$ cat config.mk
export PLATFORM = sky130hd
export DESIGN_NAME = mmio_uart_tx
export DESIGN_NICKNAME = d
export VERILOG_FILES = /design/src/rtl/mmio_uart_tx.sv
export SDC_FILE = /design/constraint.sdc
export NUM_CORES = 1
export LEC_CHECK = 0
export CAP_MARGIN = 20
export CELL_PAD_IN_SITES_DETAIL_PLACEMENT = 0
export CELL_PAD_IN_SITES_GLOBAL_PLACEMENT = 1
export CORE_MARGIN = 4
export CORE_UTILIZATION = 46
export DETAILED_ROUTE_END_ITERATION = 8
export PLACE_DENSITY_LB_ADDON = 0.12
export SKIP_LAST_GASP = 1
export SLEW_MARGIN = 20
export SYNTH_ARGS = -nofsm -noshare
export SYNTH_HDL_FRONTEND = slang
export SYNTH_SLANG_ARGS = --single-unit
$ cat constraint.sdc
create_clock -name clk -period 10.7 [get_ports clk]
set_clock_uncertainty 0.1 [all_clocks]
set_input_delay 2.14 -clock clk [delete_from_list [all_inputs] [get_ports clk]]
set_output_delay 2.14 -clock clk [all_outputs]
set_load 0.01 [all_outputs]
$ cat src/rtl/mmio_uart_tx.sv
// Memory-mapped UART transmitter: 4-register bus window, TX FIFO, 8N1 serializer.
// Bus reads are combinational, writes take effect on the clock edge.
module mmio_uart_tx #(
  parameter logic [31:0] BASE_ADDR = 32'h8000_0000,
  parameter int          DEPTH     = 8,
  parameter logic [15:0] BAUD_RST  = 16'd867
) (
  input  logic        clk,
  input  logic        rst_n,
  input  logic [31:0] m_addr,
  input  logic [31:0] m_data,
  input  logic        m_rnw,
  input  logic        m_sel,
  output logic [31:0] s_data,
  output logic        tx,
  output logic        irq
);

  localparam int AW = $clog2(DEPTH);

  typedef enum logic [1:0] {
    S_IDLE,
    S_START,
    S_DATA,
    S_STOP
  } state_t;

  state_t          r_state;
  state_t          w_state_n;
  logic [7:0]      r_mem [DEPTH];
  logic [AW-1:0]   r_wp;
  logic [AW-1:0]   r_rp;
  logic [4:0]      r_cnt;
  logic            r_ovf;
  logic            r_en;
  logic [15:0]     r_baud;
  logic [15:0]     r_bcnt;
  logic [2:0]      r_nbit;
  logic [7:0]      r_shift;
  logic            r_tx;

  logic            w_hit;
  logic [1:0]      w_idx;
  logic            w_wr;
  logic            w_push_req;
  logic            w_push;
  logic            w_pop;
  logic            w_full;
  logic            w_empty;
  logic            w_clr;
  logic            w_start;
  logic            w_busy;
  logic [7:0]      w_head;
  logic            w_tx_n;
  logic [15:0]     w_bcnt_n;
  logic [2:0]      w_nbit_n;
  logic [7:0]      w_shift_n;
  logic            w_unused;

  assign w_hit      = m_sel && (m_addr[31:4] == BASE_ADDR[31:4]);
  assign w_idx      = m_addr[3:2];
  assign w_wr       = w_hit && !m_rnw;
  assign w_full     = (r_cnt == 5'(DEPTH));
  assign w_empty    = (r_cnt == 5'd0);
  assign w_push_req = w_wr && (w_idx == 2'd0);
  assign w_push     = w_push_req && !w_full;
  assign w_clr      = w_wr && (w_idx == 2'd3) && m_data[1];
  assign w_start    = r_en && !w_empty;
  assign w_busy     = (r_state != S_IDLE);
  assign w_head     = r_mem[r_rp];
  assign w_unused   = &{1'b0, m_addr[1:0], m_data[31:16]};

  assign tx  = r_tx;
  assign irq = r_en && w_empty && !w_busy;

  always_comb begin
    s_data = 32'h0;
    if (w_hit && m_rnw) begin
      unique case (w_idx)
        2'd1:    s_data = {23'd0, r_ovf, w_busy, w_empty, w_full, r_cnt};
        2'd2:    s_data = {16'd0, r_baud};
        2'd3:    s_data = {31'd0, r_en};
        default: s_data = 32'h0;
      endcase
    end
  end

  always_ff @(posedge clk) begin
    if (w_push) r_mem[r_wp] <= m_data[7:0];
  end

  // a push seen against a full FIFO is lost even if a pop frees a slot
  always_ff @(posedge clk) begin
    if (!rst_n) begin
      r_wp   <= '0;
      r_rp   <= '0;
      r_cnt  <= 5'd0;
      r_ovf  <= 1'b0;
      r_en   <= 1'b0;
      r_baud <= BAUD_RST;
    end else begin
      if (w_push) r_wp <= r_wp + AW'(1);
      if (w_pop)  r_rp <= r_rp + AW'(1);
      r_cnt <= r_cnt + 5'(w_push) - 5'(w_pop);
      r_ovf <= (w_push_req && w_full) || (r_ovf && !w_clr);
      if (w_wr && (w_idx == 2'd2)) r_baud <= m_data[15:0];
      if (w_wr && (w_idx == 2'd3)) r_en <= m_data[0];
    end
  end

  always_ff @(posedge clk) begin
    if (!rst_n) begin
      r_state <= S_IDLE;
      r_tx    <= 1'b1;
      r_bcnt  <= 16'd0;
      r_nbit  <= 3'd0;
      r_shift <= 8'd0;
    end else begin
      r_state <= w_state_n;
      r_tx    <= w_tx_n;
      r_bcnt  <= w_bcnt_n;
      r_nbit  <= w_nbit_n;
      r_shift <= w_shift_n;
    end
  end

  // tx is computed one edge ahead so the line itself is a flop
  always_comb begin
    w_state_n = r_state;
    w_tx_n    = r_tx;
    w_bcnt_n  = r_bcnt;
    w_nbit_n  = r_nbit;
    w_shift_n = r_shift;
    w_pop     = 1'b0;
    unique case (r_state)
      S_IDLE: begin
        w_tx_n = 1'b1;
        if (w_start) begin
          w_pop     = 1'b1;
          w_state_n = S_START;
          w_tx_n    = 1'b0;
          w_bcnt_n  = r_baud;
          w_shift_n = w_head;
        end
      end
      S_START: begin
        if (r_bcnt == 16'd0) begin
          w_state_n = S_DATA;
          w_tx_n    = r_shift[0];
          w_bcnt_n  = r_baud;
          w_nbit_n  = 3'd0;
        end else begin
          w_bcnt_n = r_bcnt - 16'd1;
        end
      end
      S_DATA: begin
        if (r_bcnt == 16'd0) begin
          w_bcnt_n = r_baud;
          if (r_nbit == 3'd7) begin
            w_state_n = S_STOP;
            w_tx_n    = 1'b1;
          end else begin
            w_nbit_n  = r_nbit + 3'd1;
            w_shift_n = {1'b0, r_shift[7:1]};
            w_tx_n    = r_shift[1];
          end
        end else begin
          w_bcnt_n = r_bcnt - 16'd1;
        end
      end
      S_STOP: begin
        if (r_bcnt == 16'd0) begin
          if (w_start) begin
            w_pop     = 1'b1;
            w_state_n = S_START;
            w_tx_n    = 1'b0;
            w_bcnt_n  = r_baud;
            w_shift_n = w_head;
          end else begin
            w_state_n = S_IDLE;
            w_tx_n    = 1'b1;
          end
        end else begin
          w_bcnt_n = r_bcnt - 16'd1;
        end
      end
      default: w_state_n = S_IDLE;
    endcase
  end

endmodule

==> flow_summary.json, run 1 <==
{
  "status": "complete, no violations",
  "initial_utilization": 0.476,
  "grt_pass1_vias": 4788,
  "max_stage_delay_ns": 0.55,
  "irDropWorstVdd_mv": 0.100,
  "dp_slack_ns": 3.89,
  "ys_seq_area_frac": 0.496,
  "synth_top_area_cell": "edfxtp_1",
  "grt_pass1_wl_mm": 24.4,
  "p_leak_nw": 2.76,
  "crit_top_cell": "clkdlybuf4s50_1",
  "viasPerCell": 5.73,
  "crit_path_end_kind": "output pin",
  "setup_viol": 0,
  "numCtsBuffers": 17,
  "cts-resized-gates": 0,
  "synthFlopType": "edfxtp_1",
  "finalNetCount": 712,
  "yosysUniqueCellTypes": 72,
  "vias": 4672,
  "numClockSinks": 126,
  "overflow": 0,
  "synthTopCellsByArea": "edfxtp_1 30%, dfxtp_1 19%, mux2i_1 5.8%, mux4_2 5.7%, nand2_1 3.3%",
  "synth_edf_count": 64,
  "synth_area_per_cell_um2": 11.2,
  "syn_area_um2": 6380,
  "ant_nets": 0,
  "path_clk_slew_ns": 0.06,
  "wirelength_mm": 15.2,
  "synthCells": 569,
  "total_power_mw": 1.08,
  "dpl.hpwl_mm": 10.6,
  "clk_latency_ns": 0.42,
  "crit_type": "input pin to output pin",
  "power_density_nw_per_um2": 141,
  "core_area_um2": 13400,
  "setup_tns_ns": 0,
  "min_period_ns": 6.77,
  "port_buffers": 67,
  "cts_tree": "built",
  "drc_errors": 0,
  "ys_ff_latch": 126,
  "dieArea_um2": 15800,
  "grt_usage": 0.196,
  "die_h_um": 126,
  "synth_warnings": 0,
  "rows": 42,
  "routabilityCongestion": 0.821,
  "hold_viol": 0,
  "grt_max_degree": 77,
  "first_pass_iters": 5,
  "wire_per_inst_um": 18.7,
  "root_buffer": "clkbuf_16",
  "fin_cells": 816,
  "layout_worst_path_cycle_share": 0.633,
  "first_iter_violations": 379,
  "pin_count": 102,
  "layout-drive-gt1-share": 0.114,
  "die_x_um": 126,
  "antenna_found_initial": 0,
  "max_clock_freq_ghz": 0.148,
  "required_ns": 8.46,
  "cts_buffer_depth": 2,
  "cp_slowest_cell": "clkdlybuf4s50_1",
  "syn_to_final_growth_pct": 20.1,
  "synth_top_area_share": 0.301,
  "ctsHoldBuffers": 0,
  "worst_slew_pin_slew_ns": 1.03,
  "crit_fanout": 7,
  "cp-start-kind": "input pin",
  "diodes": 0,
  "cts-htree-levels": 4,
  "hp-class": "register to register",
  "worst_slack_ns": 3.93,
  "maxSlewHeadroom": 0.310,
  "final_max_slew_viol_count": 0,
  "placed_cells": 784,
  "worstPathCellList": "clkdlybuf4s50_1 > nor4_1 > nand4_1 > nor2_1 > and2_1 > and3_1 > clkdlybuf4s50_1",
  "cts_setup_buffers": 0,
  "max_cap_violations": 0,
  "crit_arrival_ns": 4.53,
  "rsz0062_at_grt": "no",
  "async_flop_share": 0
}
## metrics by stage
step	hold slack, ns	utilization	instance area [um^2]
after global placement	0.346	0.529	7090
after floorplan	0.339	-	6430
final	0.367	0.571	7660
after detailed placement	0.360	0.529	7090
after global routing	0.394	0.571	7660
after CTS	0.368	0.571	7650
## worst max-delay path: cells and delay by family
| family | cells | cell delay [ns] |
|---|---|---|
| simple gates | 5 | 1.42 |
| buf+inv | 2 | 0.95 |
## logic make-up (layout without fill, tap and decap cells)
kind of cell             Yosys count  after routing  synth area share
other                              1             16          0.000588
multiplexers                      56             56             0.120
flip-flops                       126            126             0.496
XOR/XNOR                          13             13            0.0179
AO/OA/AOI/OAI                     98             98             0.114
buffers and inverters             62            118            0.0514
adder cells (fa/ha/maj)           17             17            0.0345
AND/OR/NAND/NOR                  196            196             0.165
## layout by cell type (no fill, tap or decap), types with 14 or more instances in the layout
| master | synthesis | routed |
|---|---|---|
| dfxtp_1 | 62 | 61 |
| nand3_1 | 19 | 19 |
| nand2_1 | 56 | 56 |
| clkdlybuf4s50_1 | 0 | 66 |
| mux4_2 | 16 | 16 |
| mux2i_1 | 37 | 37 |
| clkbuf_16 | 0 | 17 |
| inv_1 | 14 | 14 |
| nor2_1 | 33 | 33 |
| conb_1 | 1 | 16 |
| ha_1 | 16 | 16 |
| o21ai_0 | 26 | 26 |
| edfxtp_1 | 64 | 64 |
## state kept, by name, summed over array words and instances, names as in the netlist, named ones only
signal   cells
tx           1
r_shift      8
r_baud      16
r_state      2
r_ovf        1
r_wp         3
r_cnt        5
r_rp         3
r_bcnt      16
r_en         1
r_mem       64
r_nbit       3
## area by class of cell
class                   instances  area (um^2)
repair buffers                 72          703
flip-flops and latches        126         3160
inverters                      14         52.6
clock inverters                15          134
fillers                      1151         5740
well taps                     176          220
clock buffers                  17          425
multi-input cells             396         2960
## cells in the mapped netlist, drive strengths merged, types with 13 or more instances
library cell / number
nand2: 56
ha: 16
mux2i: 37
mux4: 16
buf: 29
edfxtp: 64
clkbuf: 19
inv: 14
nand3: 19
dfxtp: 62
o21ai: 27
nor3: 13
nor2: 34
## worst paths after layout
check / from / to / slack [ns] / depth (start not counted)
hold reg to reg: r_nbit[2] / r_nbit[2] / 0.37 / 2
setup reg to reg: r_bcnt[0] / r_cnt[4] / 6.42 / 13
hold / removal: r_nbit[2] / r_nbit[2] / 0.37 / 2
setup / recovery: m_addr[5] / s_data[11] / 3.93 / 7
## routing by layer
metal | vias up | routed length, um | GRT usage
met1 | 2282 | 6820 | 0.252
met4 | 0 | 197 | 0.0700
met3 | 18 | 878 | 0.0572
met5 | - | 0 | 0
li1 | 2230 | - | -
met2 | 142 | 7330 | 0.317
## power breakdown
part / internal (mW) / switching, mW
Sequential: 0.507 / 0.0000000000527
Clock: 0.321 / 0.219
Combinational: 0.0185 / 0.0179
Note: power is estimated with default switching activity, not from simulation.
==> run 2, diff against run 1 <==
--- a/config.mk
+++ b/config.mk
@@ -9,7 +9,7 @@
 export CELL_PAD_IN_SITES_DETAIL_PLACEMENT = 0
 export CELL_PAD_IN_SITES_GLOBAL_PLACEMENT = 1
 export CORE_MARGIN = 4
-export CORE_UTILIZATION = 46
+export CORE_UTILIZATION = 43
 export DETAILED_ROUTE_END_ITERATION = 8
 export PLACE_DENSITY_LB_ADDON = 0.12
 export SKIP_LAST_GASP = 1
==> constraint.sdc (replaced) <==
create_clock -name clk -period 7 [get_ports clk]
set_clock_uncertainty 0.1 [all_clocks]
set_input_delay 1.4 -clock clk [delete_from_list [all_inputs] [get_ports clk]]
set_output_delay 1.4 -clock clk [all_outputs]
set_load 0.01 [all_outputs]
==> flow_summary.json, run 2 (synthesis gave the netlist of run 1 again) <==
{
  "worstRegToRegCells": 13,
  "maxSlewHeadroom": 0.308,
  "max_cap_violations": 0,
  "hold_viol": 0,
  "crit_arrival_ns": 3.82,
  "ctsHoldBuffers": 0,
  "rsz0062_at_grt": "no",
  "finalNetCount": 713,
  "viasPerCell": 5.65,
  "worst_slew_pin_slew_ns": 1.03,
  "min_path_cells": 2,
  "p_leak_nw": 2.77,
  "crit_fanout": 7,
  "comb_power_share": 0.033,
  "pwr-share-clk": 0.503,
  "drc_errors": 0,
  "crit_path_end_kind": "output pin",
  "path_clk_slew_ns": 0.06,
  "die_h_um": 130,
  "hp-class": "register to register",
  "regArea_um2": 3160,
  "setup_tns_ns": 0,
  "top_register": "r_mem",
  "pin_count": 102,
  "required_ns": 5.50,
  "ant_nets": 0,
  "irDropWorstVdd_mv": 0.229,
  "reg.largest.list": "r_mem: 64 flops, r_baud: 16 flops, r_bcnt: 16 flops",
  "cts_buffer_depth": 2,
  "die_x_um": 130,
  "p_sw_mw": 0.372,
  "antenna_found_initial": 0,
  "cts_tree": "built",
  "layout-drive-gt1-share": 0.112,
  "grt_pass1_wl_mm": 24.4,
  "largest_reg_flops": 64,
  "layout_worst_path_cycle_share": 0.760,
  "initial_utilization": 0.439,
  "routabilityCongestion": 0.796,
  "nFillCells": 1272,
  "multiInputGateArea_um2": 2950,
  "numCtsBuffers": 17,
  "vias": 4665,
  "overflow": 0,
  "crit_type": "input pin to output pin",
  "rows": 44,
  "max_clock_freq_ghz": 0.188,
  "final_max_slew_viol_count": 0,
  "status": "complete, no violations",
  "port_buffers": 67,
  "core_area_um2": 14500,
  "cp-start-kind": "input pin",
  "p_int_mw": 1.30,
  "dpl.hpwl_mm": 10.5,
  "min_period_ns": 5.32,
  "grt_usage": 0.190,
  "final_common_cell": "clkdlybuf4s50_1",
  "wire_per_inst_um": 18.4,
  "swShare": 0.223,
  "numClockSinks": 126,
  "diodes": 0,
  "dieArea_um2": 16800,
  "grt_max_degree": 77,
  "cts-htree-levels": 4,
  "total_power_mw": 1.67,
  "cts-resized-gates": 0,
  "grt_pass1_vias": 4643,
  "wirelength_mm": 15.2,
  "layout_common_cells": "66 x clkdlybuf4s50_1, 64 x edfxtp_1, 61 x dfxtp_1",
  "seqPwrFrac": 0.464,
  "root_buffer": "clkbuf_16",
  "setup_viol": 0,
  "clk_latency_ns": 0.42,
  "power_density_nw_per_um2": 218,
  "cts_setup_buffers": 0,
  "first_pass_iters": 8,
  "syn_to_final_growth_pct": 20.3,
  "first_iter_violations": 410
}
[run 2: changes by cell type in the layout (fill, tap and decap cells not counted), sizes merged]
cell	previous run	this run
clkinv	6	7
clkbuf	17	18
clkinvlp	2	0
buf	6	7
[run 2: worst max-delay path, cell delays in order]
cell and delay (ns):
clkdlybuf4s50_1 0.41, nor4b_1 0.31, nand4_1 0.26, nor2_1 0.27, and2_1 0.38, and3_1 0.24, clkdlybuf4s50_1 0.54
[run 2: final timing paths]
check	endpoint	startpoint	slack (ns)
setup / recovery	s_data[15]	m_addr[23]	1.68
hold / removal	r_shift[5]	r_shift[5]	0.36
setup reg to reg	r_cnt[4]	r_bcnt[0]	2.79
hold reg to reg	r_shift[5]	r_shift[5]	0.36
[run 2: stage by stage]
| stage | worst slack (ns) | util | instances | hold WS (ns) | cell area (um^2) |
|---|---|---|---|---|---|
| 5_1_grt | 1.49 | 0.528 | 825 | 0.395 | 7670 |
| 3_5_place_dp | 1.64 | 0.489 | 793 | 0.354 | 7100 |
| 6_report | 1.68 | 0.528 | 825 | 0.360 | 7670 |
| 2_1_floorplan | 2.94 | - | 584 | 0.339 | 6430 |
| 3_3_place_gp | 1.69 | 0.489 | 793 | 0.346 | 7100 |
| 4_1_cts | 1.64 | 0.527 | 825 | 0.363 | 7660 |
[run 2: area by class of cell]
type	instances	share of cell area
Timing Repair Buffer	73	0.0927
Inverter	14	0.00685
Tap cell	184	0.0300
Clock buffer	18	0.0560
Multi-Input combinational cell	396	0.385
Clock inverter	14	0.0171
Sequential cell	126	0.413
[run 2: power by group through the flow]
| stage | Sequential, mW | Combinational (mW) | Clock (mW) |
|---|---|---|---|
| 6_report | 0.774 | 0.0556 | 0.839 |
| 5_1_grt | 0.774 | 0.0604 | 0.890 |
| 4_1_cts | 0.774 | 0.0559 | 0.854 |
| 3_5_place_dp | 0.790 | 0.0558 | 0 |
| 3_3_place_gp | 0.790 | 0.0549 | 0 |
| 2_1_floorplan | 0.790 | 0.0243 | 0 |
[run 2: layer usage]
| metal | track usage | share of wire | wire [um] | vias to the layer above |
|---|---|---|---|---|
| li1 | - | - | - | 2240 |
| met1 | 0.265 | 0.47 | 7120 | 2263 |
| met2 | 0.291 | 0.46 | 7020 | 142 |
| met3 | 0.0405 | 0.051 | 775 | 20 |
| met4 | 0.0727 | 0.016 | 241 | 0 |
| met5 | 0 | 0 | 0 | - |
